===== src/rtl/packet_filter_port_arbiter.sv =====
`default_nettype none
// ============================================================================
// Module   : packet_filter_port_arbiter
// Brief    : Packet-granular round-robin arbiter that merges NUM_CMAC_PORT
//            AXI-Stream RX ports onto the single-lane filter pipeline input.
//            One port is granted per packet; the grant is held until that
//            port's tlast beat is accepted, then priority rotates.
//            Per-port forwarded-packet counters are kept.
// Revision : 1.0 - initial release
// ============================================================================
module packet_filter_port_arbiter #(
    parameter int NUM_CMAC_PORT = 1,
    parameter int DATA_WIDTH    = 512,
    parameter int KEEP_WIDTH    = 64,
    localparam int c_IDX_W      = (NUM_CMAC_PORT > 1) ? $clog2(NUM_CMAC_PORT) : 1
) (
    input  logic                              axis_aclk,
    input  logic                              box_rstn,

    input  logic [NUM_CMAC_PORT-1:0]          s_axis_tvalid,
    input  logic [DATA_WIDTH*NUM_CMAC_PORT-1:0] s_axis_tdata,
    input  logic [KEEP_WIDTH*NUM_CMAC_PORT-1:0] s_axis_tkeep,
    input  logic [NUM_CMAC_PORT-1:0]          s_axis_tlast,
    input  logic [16*NUM_CMAC_PORT-1:0]       s_axis_tuser_size,
    input  logic [16*NUM_CMAC_PORT-1:0]       s_axis_tuser_src,
    input  logic [16*NUM_CMAC_PORT-1:0]       s_axis_tuser_dst,
    output logic [NUM_CMAC_PORT-1:0]          s_axis_tready,

    output logic                              m_axis_tvalid,
    output logic [DATA_WIDTH-1:0]             m_axis_tdata,
    output logic [KEEP_WIDTH-1:0]             m_axis_tkeep,
    output logic                              m_axis_tlast,
    output logic [15:0]                       m_axis_tuser_size,
    output logic [15:0]                       m_axis_tuser_src,
    output logic [15:0]                       m_axis_tuser_dst,
    input  logic                              m_axis_tready,

    output logic [c_IDX_W-1:0]                grant_idx,
    output logic                              busy,
    output logic [32*NUM_CMAC_PORT-1:0]       cnt_pkt
);

    // Slot table is padded to a power of two so the grant index addresses it
    // with an exactly matching width; padding slots never request.
    localparam int c_NUM_SLOT = 1 << c_IDX_W;

    localparam logic [0:0] c_ST_IDLE = 1'b0;
    localparam logic [0:0] c_ST_BUSY = 1'b1;

    logic [0:0]                r_state;
    logic [0:0]                w_state_nxt;
    logic [c_IDX_W-1:0]        r_grant_idx;
    logic [c_IDX_W-1:0]        r_last_grant;
    logic [32*NUM_CMAC_PORT-1:0] r_cnt_pkt;

    logic [c_NUM_SLOT-1:0]     w_slot_valid;
    logic [c_NUM_SLOT-1:0]     w_slot_last;
    logic [DATA_WIDTH-1:0]     w_slot_data [c_NUM_SLOT];
    logic [KEEP_WIDTH-1:0]     w_slot_keep [c_NUM_SLOT];
    logic [15:0]               w_slot_size [c_NUM_SLOT];
    logic [15:0]               w_slot_src  [c_NUM_SLOT];
    logic [15:0]               w_slot_dst  [c_NUM_SLOT];

    int                        w_base;
    logic [2*NUM_CMAC_PORT-1:0] w_req_dbl;
    logic [2*NUM_CMAC_PORT-1:0] w_req_shift;
    logic [NUM_CMAC_PORT-1:0]  w_req_rot;
    logic                      w_any_req;
    logic [c_IDX_W-1:0]        w_sel_idx;
    logic                      w_done;

    // Unpack the flat per-port buses into indexable slots
    for (genvar i = 0; i < c_NUM_SLOT; i++) begin : g_slot
        if (i < NUM_CMAC_PORT) begin : g_port
            assign w_slot_valid[i] = s_axis_tvalid[i];
            assign w_slot_last[i]  = s_axis_tlast[i];
            assign w_slot_data[i]  = s_axis_tdata[i*DATA_WIDTH +: DATA_WIDTH];
            assign w_slot_keep[i]  = s_axis_tkeep[i*KEEP_WIDTH +: KEEP_WIDTH];
            assign w_slot_size[i]  = s_axis_tuser_size[i*16 +: 16];
            assign w_slot_src[i]   = s_axis_tuser_src[i*16 +: 16];
            assign w_slot_dst[i]   = s_axis_tuser_dst[i*16 +: 16];
        end else begin : g_pad
            assign w_slot_valid[i] = 1'b0;
            assign w_slot_last[i]  = 1'b0;
            assign w_slot_data[i]  = '0;
            assign w_slot_keep[i]  = '0;
            assign w_slot_size[i]  = '0;
            assign w_slot_src[i]   = '0;
            assign w_slot_dst[i]   = '0;
        end
    end

    // Round-robin pick: rotate requests so the port after last_grant is bit 0,
    // then take the lowest set bit
    always_comb begin
        w_base      = (int'(r_last_grant) + 1) % NUM_CMAC_PORT;
        w_req_dbl   = {s_axis_tvalid, s_axis_tvalid};
        w_req_shift = w_req_dbl >> w_base;
        w_req_rot   = w_req_shift[NUM_CMAC_PORT-1:0];
        w_any_req   = |w_req_rot;
        w_sel_idx   = '0;
        for (int k = NUM_CMAC_PORT - 1; k >= 0; k--) begin
            if (w_req_rot[k]) begin
                w_sel_idx = c_IDX_W'((w_base + k) % NUM_CMAC_PORT);
            end
        end
    end

    // Packet ends when the granted port's tlast beat is accepted downstream
    assign w_done = (r_state == c_ST_BUSY) && w_slot_valid[r_grant_idx]
                    && w_slot_last[r_grant_idx] && m_axis_tready;

    // State register
    always_ff @(posedge axis_aclk or negedge box_rstn) begin
        if (!box_rstn) begin
            r_state <= c_ST_IDLE;
        end else begin
            r_state <= w_state_nxt;
        end
    end

    // Next-state: IDLE arbitrates for one cycle, BUSY holds until tlast accepted
    always_comb begin
        w_state_nxt = r_state;
        case (r_state)
            c_ST_IDLE: if (w_any_req) w_state_nxt = c_ST_BUSY;
            c_ST_BUSY: if (w_done)    w_state_nxt = c_ST_IDLE;
            default:                  w_state_nxt = c_ST_IDLE;
        endcase
    end

    // Outputs: valid/ready only pass through for the granted port while BUSY
    always_comb begin
        busy          = (r_state == c_ST_BUSY);
        m_axis_tvalid = 1'b0;
        s_axis_tready = '0;
        if (r_state == c_ST_BUSY) begin
            m_axis_tvalid = w_slot_valid[r_grant_idx];
            for (int i = 0; i < NUM_CMAC_PORT; i++) begin
                if (r_grant_idx == c_IDX_W'(i)) begin
                    s_axis_tready[i] = m_axis_tready;
                end
            end
        end
    end

    // Grant and rotation pointer: grant latched on arbitration, pointer on tlast
    always_ff @(posedge axis_aclk or negedge box_rstn) begin
        if (!box_rstn) begin
            r_grant_idx  <= '0;
            r_last_grant <= c_IDX_W'(NUM_CMAC_PORT - 1);
        end else begin
            if ((r_state == c_ST_IDLE) && w_any_req) begin
                r_grant_idx <= w_sel_idx;
            end
            if (w_done) begin
                r_last_grant <= r_grant_idx;
            end
        end
    end

    // Per-port forwarded packet counters, free-running wrap at 2^32
    always_ff @(posedge axis_aclk or negedge box_rstn) begin
        if (!box_rstn) begin
            r_cnt_pkt <= '0;
        end else if (w_done) begin
            for (int i = 0; i < NUM_CMAC_PORT; i++) begin
                if (r_grant_idx == c_IDX_W'(i)) begin
                    r_cnt_pkt[i*32 +: 32] <= r_cnt_pkt[i*32 +: 32] + 32'd1;
                end
            end
        end
    end

    // Zero-latency payload mux from the granted port
    assign m_axis_tdata      = w_slot_data[r_grant_idx];
    assign m_axis_tkeep      = w_slot_keep[r_grant_idx];
    assign m_axis_tlast      = w_slot_last[r_grant_idx];
    assign m_axis_tuser_size = w_slot_size[r_grant_idx];
    assign m_axis_tuser_src  = w_slot_src[r_grant_idx];
    assign m_axis_tuser_dst  = w_slot_dst[r_grant_idx];

    assign grant_idx = r_grant_idx;
    assign cnt_pkt   = r_cnt_pkt;

endmodule
`default_nettype wire


===== config.mk =====
export PLATFORM = sky130hd
export DESIGN_NAME = packet_filter_port_arbiter
export DESIGN_NICKNAME = d
export VERILOG_FILES = /design/src/rtl/packet_filter_port_arbiter.sv
export SDC_FILE = /design/constraint.sdc
export NUM_CORES = 1
export LEC_CHECK = 0
export ABC_CLOCK_PERIOD_IN_PS = 4400
export CORE_AREA = 2 2 503 505
export DETAILED_ROUTE_END_ITERATION = 8
export DIE_AREA = 0 0 505 507
export PLACE_DENSITY = 0.3
export SYNTH_ARGS = -nofsm -noshare
export SYNTH_HDL_FRONTEND = slang
export SYNTH_SLANG_ARGS = --single-unit

===== constraint.sdc =====
create_clock -name axis_aclk -period 4.4 [get_ports axis_aclk]
set_input_delay 0.88 -clock axis_aclk [delete_from_list [all_inputs] [get_ports axis_aclk]]
set_output_delay 0.88 -clock axis_aclk [all_outputs]
set_load 0.01 [all_outputs]

* Yosys cells after proc, flatten, opt, wreduce, memory -nomap -nowiden
Index checks and enable logic that the tools add are counted.
Storage, ports and cells: output and inout port bits 661, flip-flop bits (word level) 33, bits of input ports 629
Cells by class: add/subtract/negate cells 1, bitwise operators 1, muxes and demuxes 5, reduce and logical (&&, ||, !) cells 3
Operator list (number):
- 32-bit by 1-bit adder with 32-bit output, second input constant | 1
- 1-bit 2-to-1 mux | 4
- 1-bit logical AND | 3
- 1-bit case mux with 2 select lines | 1
- 1-bit NOT | 1

* Logic depth before layout (Yosys ltp)
Gate-level depths: netlist (run 1).
depth in word-level cells 5, gate-level depth with buffers 5, depth with buffers taken out 5

* Worst setup path after synthesis (run 1)
OpenSTA, ideal clock, no wires.
path type input port to output port, start input port m_axis_tready, end output port s_axis_tready, arrival 1050 ps, slack 2470 ps, cell stages on the path 1, path buffers 0, required time 3520 ps, cell sequence and2_1
Between the ends: cells in the longest elaborated chain, start to end 1
RTL lines:
- start: declaration | RTL line 36 | input logic m_axis_tready,
- 1-bit 2-to-1 mux | RTL line 137 | if (r_state == c_ST_BUSY) begin
- end: declaration | RTL line 27 | output logic [NUM_CMAC_PORT-1:0] s_axis_tready,
No other way between the ends.

* Worst setup path after layout (run 1)
Same ends and word-level chain as after synthesis.

==> results.cfg, run 1 <==
[floorplanning]
initial_core_util = 0.0249
die-width_um = 505
dieArea_um2 = 256000
core_um2 = 250000
die_y_um = 507
rows = 184
pin_count = 1290

[clock_network]
cts-htree-levels = 2
cts.sinks = 33
clockBufferDepth = 2
ctsResizeCount = 0
worst_skew_pair.late_latency_ns = 0.35
tritoncts = yes
post_cts_buffers = 0
path_clk_slew_ns = 0.08
hold_buffers = 0
cts_buffers = 5
ctsRootBufferMaster = clkbuf_16

[synthesis]
syn_nets = 1389
syn_inst = 759
synth_area_per_cell_um2 = 8.21
yosysWarnings = 0
ys_seq_area_frac = 0.132
yosysUniqueCellTypes = 21
syn_area_um2 = 6230
ys_seq_elements = 33

[detailed_routing]
ant_nets = 0
wl_met1_um = 5560
drc_errors = 0
wl_um = 150000
dr.max_layer_used = met5
vias = 2670
dr_wl_met2_um = 64000
firstDrtPassIters = 4
wl_met3_um = 74200
vias_per_cell = 0.756
wl_per_cell_um = 42.5
detail_route.iter0.violations = 173

[finish]
layout.cells.non_filler = 3531
area_delta_synth_final_pct = 1.28
drive_above_1_share = 0.110
nNetsFinal = 811
fin_util = 0.0252

[min_path]
min_path_type = flip-flop to flip-flop

[grt]
first_global_vias = 2709
grt_pass1_wl_um = 158000
overflow = 0
antenna_found_initial = 2
grt_max_degree = 22
gr-usage-all-layers = 0.112

[critical_path]
worst_ep_arrival_time_ns = 2.13
ff2ff_setup_slack_ns = 2.14
crit_family = buffers and inverters
crit_slowest_cell = clkdlybuf4s50_1
crit_buf_inv = 2
cp-start-kind = input port
worst-path-max-fanout = 2
cp_common_cell = clkdlybuf4s50_1
critical-path-max-stage-delay_ns = 0.54
crit_path_end_kind = output port
required_ns = 3.52
path_cells = clkdlybuf4s50_1 -> and2_1 -> clkdlybuf4s50_1
crit_type = input port to output port

[timing]
worst_slew_pin_slew_ns = 0.948
worst_hold_slack_ns = 0.489
timing.slew.headroom = 0.363
finClkSkew_ns = 0.0350
period_needed_ns = 3.01
fin_tns_setup_ns = 0
drv_slew = 0
rsz0062_at_grt = false
hold_violations = 0
setup_viol = 0
fmax_mhz = 332
finalCritPeriodShare = 0.685

[placed_design]
portBuffers = 40
place_inst = 3522
place_congestion = 0.795
hpwl_um = 146000

[power_and_ir_drop]
p_int_uw = 701
netSwitchingFraction = 0.320
power_mw = 1.03
clkPwrFrac = 0.534
power.density_nw_per_um2 = 163
peakVddDrop_v = 0.000126
p_leak_nw = 0.921
p_comb_frac = 0.121
seq_power_share = 0.345
power.switching_uw = 329

[flow_run]
drv_cap = 0

[run_status]
outcome = finished, final reports clean
## final cells by class
cell class,count,area [um^2]
fillers,30100,244000
well taps,3348,4190
multi-input cells,98,694
flip-flops and latches,33,826
repair buffers,42,405
clock inverters,3,68.8
inverters,1,3.75
diodes,1,2.50
clock buffers,5,125
## synth_stat cells (all sizes together)
master	count	share of area
nor3	4	0.0032
nor4	5	0.012
xor2	5	0.0070
inv	1	0.00060
nand4	12	0.017
buf	627	0.76
xnor2	26	0.037
dfrtp	33	0.13
nand3	13	0.010
nor2	7	0.0042
nand2	16	0.0096
conb	1	0.00060
and3	3	0.0030
and2	3	0.0030
ha	1	0.0020
and4	2	0.0030
## cells in the final DEF, fill, tap and decap left out, types with 5 or more instances in the layout
cell type        count
dfrtp_1             33
xor2_1               5
xnor2_1             26
nor2_1               7
clkbuf_16            5
nand3_1             13
nand4_1             10
clkdlybuf4s50_1     37
nand2_1             16
## kinds of logic after synthesis
family                   after synthesis  share of synthesized area
XOR/XNOR                              31                     0.0435
AND/OR/NAND/NOR                       65                     0.0652
flip-flops                            33                      0.132
other                                  1                   0.000601
buffers and inverters                628                      0.756
adder cells (fa/ha/maj)                1                    0.00201
## per-layer routing
metal,up-vias,GRT usage
met5,-,0.00500
met1,763,0.0113
met3,250,0.262
met2,1089,0.169
met4,6,0.0408
li1,562,-
## registers in the layout (all words and copies together) (netlist names)
signal / count
busy: 1
cnt_pkt: 32
## final timing paths
kind | from | to | depth (start not counted)
worst max-delay path | m_axis_tready | s_axis_tready | 3
worst min-delay path | cnt_pkt[31] | cnt_pkt[31] | 1
worst max register to register | cnt_pkt[0] | cnt_pkt[12] | 5
worst min register to register | cnt_pkt[31] | cnt_pkt[31] | 1
max in group asynchronous | box_rstn | cnt_pkt[20] | 2
min in group asynchronous | box_rstn | cnt_pkt[7] | 1
## metrics by stage
step | setup WS, ns | cell area, um^2
floorplan | 2.47 | 6230
global placement | 1.40 | 6120
detailed placement | 1.37 | 6120
CTS | 1.36 | 6310
global route | 1.32 | 6310
finish | 1.39 | 6310
## power by group through the flow
stage / registers [mW] / logic, mW / clock network, mW
after detailed placement: 0.363 / 0.135 / 0
after global placement: 0.363 / 0.136 / 0
after CTS: 0.357 / 0.135 / 0.591
after global routing: 0.358 / 0.138 / 0.581
final: 0.355 / 0.125 / 0.550
after floorplan: 0.355 / 0.618 / 0
## worst register-to-register path, delay by kind of cell, from the launching register on
family                     cells  cell delay [ns]
adders and majority gates      1             0.21
xor gates and xnor gates       1             0.15
DFF                            1             0.48
and+or+nand+nor                3             1.28
No activity file was read; power rests on OpenSTA's default activity.
==> inputs of run 2 (changes only) <==
--- a/config.mk
+++ b/config.mk
@@ -5,10 +5,10 @@
 export SDC_FILE = /design/constraint.sdc
 export NUM_CORES = 1
 export LEC_CHECK = 0
-export ABC_CLOCK_PERIOD_IN_PS = 4400
-export CORE_AREA = 2 2 503 505
+export ABC_CLOCK_PERIOD_IN_PS = 2850
+export CORE_AREA = 2 2 498 500
 export DETAILED_ROUTE_END_ITERATION = 8
-export DIE_AREA = 0 0 505 507
+export DIE_AREA = 0 0 500 502
 export PLACE_DENSITY = 0.3
 export SYNTH_ARGS = -nofsm -noshare
 export SYNTH_HDL_FRONTEND = slang
==> constraint.sdc (replaced) <==
create_clock -name axis_aclk -period 2.85 [get_ports axis_aclk]
set_input_delay 0.57 -clock axis_aclk [delete_from_list [all_inputs] [get_ports axis_aclk]]
set_output_delay 0.57 -clock axis_aclk [all_outputs]
set_load 0.01 [all_outputs]
==> run 2 against run 1 <==
Compared with the run above:
- core utilization hardly changed
- routed wire length rose by 2.0%
- first-iteration DRC count is 36% lower
- clock skew decreased by 0.022 ns
- combinational power grew 120%
- sequential cell count is the same
- critical path type unchanged
- critical endpoint unchanged
- largest power group unchanged
==> results.cfg, run 2 (synthesis results as in run 1) <==
[clock_network]
cts-htree-levels = 2
post_cts_buffers = 0
tritoncts = yes
ctsRootBufferMaster = clkbuf_16
path_clk_slew_ns = 0.06
cts_buffers = 5
clockBufferDepth = 2
worst_skew_pair.late_latency_ns = 0.29
hold_buffers = 0
cts.sinks = 33
ctsResizeCount = 0

[timing]
hold_violations = 0
worst_hold_slack_ns = 0.400
timing.slew.headroom = 0.428
fin_tns_setup_ns = 0
rsz0062_at_grt = false
worst_slew_pin_slew_ns = 0.858
drv_slew = 0
setup_viol = 0
finalCritPeriodShare = 0.847
period_needed_ns = 2.41
fmax_mhz = 414
finClkSkew_ns = 0.0132

[grt]
antenna_found_initial = 1
gr-usage-all-layers = 0.116
overflow = 0
first_global_vias = 2591
grt_pass1_wl_um = 160000
grt_max_degree = 34

[power_and_ir_drop]
peakVddDrop_v = 0.000142
seq_power_share = 0.400
clkPwrFrac = 0.400
power.switching_uw = 453
power_mw = 1.35
p_comb_frac = 0.200
power.density_nw_per_um2 = 221
p_int_uw = 893
netSwitchingFraction = 0.336
p_leak_nw = 0.920

[detailed_routing]
wl_um = 153000
vias_per_cell = 0.804
drc_errors = 0
firstDrtPassIters = 6
vias = 2733
wl_per_cell_um = 45.0
detail_route.iter0.violations = 111
ant_nets = 0

[critical_path]
worst_ep_arrival_time_ns = 1.84
crit_family = buffers and inverters
path_cells = clkdlybuf4s50_1 -> and2_1 -> clkdlybuf4s50_1
critical-path-max-stage-delay_ns = 0.55
worst-path-max-fanout = 2
cp-start-kind = input port
crit_buf_inv = 2
crit_path_end_kind = output port
cp_common_cell = clkdlybuf4s50_1
crit_slowest_cell = clkdlybuf4s50_1
required_ns = 2.28
crit_type = input port to output port

[floorplanning]
initial_core_util = 0.0254
die-width_um = 500
pin_count = 1290
rows = 182
die_y_um = 502
dieArea_um2 = 251000
core_um2 = 245000

[placed_design]
hpwl_um = 149000
place_congestion = 0.749
portBuffers = 40

[finish]
drive_above_1_share = 0.171
fin_util = 0.0248
num_antenna_cells = 0
area_delta_synth_final_pct = -2.47
nNetsFinal = 810
largest_register_ffs = 32
final_common_cell = dfrtp_1
most-common-layout-cells = 33 x dfrtp_1, 26 x xnor2_1, 23 x clkdlybuf4s50_1

[flow_run]
drv_cap = 0

[min_path]
min_path_type = input port to asynchronous set/reset pin

[run_status]
outcome = finished, final reports clean
## run 2: power by group through the flow
stage               Sequential (mW)  Combinational (mW)  Clock (mW)
global route                  0.543               0.302       0.572
detailed placement            0.546               0.320           0
global placement              0.545               0.323           0
floorplan                     0.549               0.955           0
CTS                           0.537               0.320       0.548
finish                        0.538               0.269       0.539
## run 2: metrics by stage
| stage | area (um^2) | cells | setup WS, ns |
|---|---|---|---|
| floorplan | 6230 | 759 | 1.26 |
| global placement | 5940 | 3393 | 0.396 |
| detailed placement | 5940 | 3393 | 0.353 |
| CTS | 6080 | 3401 | 0.428 |
| global route | 6080 | 3401 | 0.389 |
| finish | 6080 | 3401 | 0.437 |
## run 2: path summary, 6_finish.rpt
path | start | to | slack, ns | cells after the start
worst max-delay path | m_axis_tready | s_axis_tready | 0.44 | 3
worst min-delay path | box_rstn | cnt_pkt[20] | 0.40 | 1
worst max register to register | cnt_pkt[0] | cnt_pkt[14] | 1.06 | 5
worst min register to register | cnt_pkt[31] | cnt_pkt[31] | 0.49 | 1
max in group asynchronous | box_rstn | cnt_pkt[30] | 1.90 | 1
min in group axis_aclk | cnt_pkt[31] | cnt_pkt[31] | 0.49 | 1
## run 2: worst register-to-register path, delay by kind of cell (launching register included)
kind / cells / cell delay [ns]
fa+ha+maj: 1 / 0.19
flops: 1 / 0.43
xor+xnor: 1 / 0.16
simple gates: 3 / 0.90
## run 2: cell type report
class	count	area (um^2)
inverter	1	3.75
sequential	33	826
clock inverter	1	7.51
tap	3220	4030
fill	29100	239000
multi-input combinational	98	694
clock buffer	7	133
timing repair buffer	41	388
## run 2: per-layer routing
metal | up-vias | wire [um] | track usage
met5 | - | 104 | 0.00347
met4 | 2 | 6360 | 0.0414
met3 | 253 | 74800 | 0.270
met2 | 1113 | 65900 | 0.177
met1 | 801 | 5820 | 0.0109
li1 | 564 | - | -
==> inputs of run 3 (changes only) <==
--- a/config.mk
+++ b/config.mk
@@ -5,7 +5,7 @@
 export SDC_FILE = /design/constraint.sdc
 export NUM_CORES = 1
 export LEC_CHECK = 0
-export ABC_CLOCK_PERIOD_IN_PS = 2850
+export ABC_CLOCK_PERIOD_IN_PS = 2300
 export CORE_AREA = 2 2 498 500
 export DETAILED_ROUTE_END_ITERATION = 8
 export DIE_AREA = 0 0 500 502
==> constraint.sdc (replaced) <==
create_clock -name axis_aclk -period 2.3 [get_ports axis_aclk]
set_input_delay 0.46 -clock axis_aclk [delete_from_list [all_inputs] [get_ports axis_aclk]]
set_output_delay 0.46 -clock axis_aclk [all_outputs]
set_load 0.01 [all_outputs]
==> run 3 against run 2 <==
Compared with the run above:
- highest routed layer unchanged
- register-to-register slack got worse by 0.43 ns
- final cell count is 0.24% higher
- clock-buffer cell count decreased by 1
==> results.cfg, run 3 (synthesis results as in run 1) <==
[clock_network]
cts_buffers = 5
cts-htree-levels = 2
clockBufferDepth = 2
ctsRootBufferMaster = clkbuf_16
worst_skew_pair.late_latency_ns = 0.28
cts.sinks = 33
post_cts_buffers = 0
path_clk_slew_ns = 0.06
hold_buffers = 0
tritoncts = yes
ctsResizeCount = 0

[timing]
worst_slew_pin_slew_ns = 0.844
drv_slew = 0
finClkSkew_ns = 0.00256
timing.slew.headroom = 0.437
rsz0062_at_grt = false
period_needed_ns = 2.18
setup_viol = 0
setup_ws_ns = 0.118
finalCritPeriodShare = 0.949
hold_violations = 0
fmax_mhz = 458
fin_tns_setup_ns = 0

[grt]
antenna_found_initial = 1
grt_pass1_wl_um = 160000
first_global_vias = 2703
gr-usage-all-layers = 0.116
overflow = 0
grt_max_degree = 34

[power_and_ir_drop]
power.density_nw_per_um2 = 274
peakVddDrop_v = 0.000186
power_mw = 1.68
p_leak_nw = 0.968

[critical_path]
cp-start-kind = input port
crit_path_end_kind = output port
worst-path-max-fanout = 2
worst_ep_arrival_time_ns = 1.72
crit_type = input port to output port
required_ns = 1.84

[detailed_routing]
firstDrtPassIters = 4
wl_met3_um = 74700
drc_errors = 0
wl_per_cell_um = 44.9
dr_wl_met2_um = 65800
vias = 2725
detail_route.iter0.violations = 134
vias_per_cell = 0.799
ant_nets = 0
wl_um = 153000
wl_met1_um = 5620
dr.max_layer_used = met5

[placed_design]
place_inst = 3401
place_congestion = 0.753
dp_slack_ns = 0.0620
portBuffers = 40
hpwl_um = 149000

[floorplanning]
die_y_um = 502
initial_core_util = 0.0254
die-width_um = 500
pin_count = 1290
rows = 182
core_um2 = 245000
dieArea_um2 = 251000

[finish]
num_antenna_cells = 0
nNetsFinal = 818
drive_above_1_share = 0.212
final_common_cell = dfrtp_1
area_delta_synth_final_pct = -1.53
most-common-layout-cells = 33 x dfrtp_1, 26 x xnor2_1, 23 x clkdlybuf4s50_1, 23 x buf_4, 16 x nand2_1
largest_register_ffs = 32
layout.cells.non_filler = 3409
fin_util = 0.0250
fillCellCount = 29100

[flow_run]
drv_cap = 0

[min_path]
min_path_type = input port to asynchronous set/reset pin

[run_status]
outcome = finished, final reports clean
run 3: cell count changes in the layout (fill, tap and decap cells not counted), sizes merged:
cell and change:
buf +8, clkinv +2, clkbuf -1, clkinvlp -1
run 3: stage by stage:
stage	instance area, um^2	hold slack, ns
after floorplan	6230	0.164
after global placement	6000	0.497
after detailed placement	6000	0.495
after CTS	6140	0.315
after global routing	6140	0.348
final	6140	0.277
run 3: critical path, stage by stage:
cell and delay (ns):
clkdlybuf4s50_1 0.54, and2_1 0.17, clkdlybuf4s50_1 0.54
run 3: layer usage:
layer  vias up  GRT usage
li1        572          -
met1       786     0.0111
met2      1126      0.176
met3       237      0.269
met4         4     0.0429
met5         -    0.00695
run 3: path summary, 6_finish.rpt:
kind | from | end | slack (ns) | cells past startpoint
max | m_axis_tready | s_axis_tready | 0.12 | 3
min | box_rstn | busy | 0.28 | 1
max reg2reg | cnt_pkt[0] | cnt_pkt[31] | 0.63 | 4
min reg2reg | cnt_pkt[23] | cnt_pkt[23] | 0.50 | 1
max in group asynchronous | box_rstn | cnt_pkt[21] | 1.49 | 1
min in group axis_aclk | cnt_pkt[23] | cnt_pkt[23] | 0.50 | 1
run 3: area by class of cell:
| cell class | instances | area, um^2 | share of cell area |
|---|---|---|---|
| Tap cell | 3220 | 4030 | 0.656 |
| Sequential cell | 33 | 826 | 0.135 |
| Multi-Input combinational cell | 98 | 694 | 0.113 |
| Timing Repair Buffer | 49 | 448 | 0.0730 |
| Clock buffer | 6 | 129 | 0.0210 |
| Clock inverter | 2 | 10.0 | 0.00163 |
| Inverter | 1 | 3.75 | 0.000611 |
run 3: power by group:
part           total (mW)  switching (mW)  leakage, nW  internal (mW)
sequential          0.665          0.0509        0.451          0.614
combinational       0.355           0.259        0.446         0.0953
clock               0.663           0.265       0.0706          0.398
total                1.68           0.575        0.968           1.11
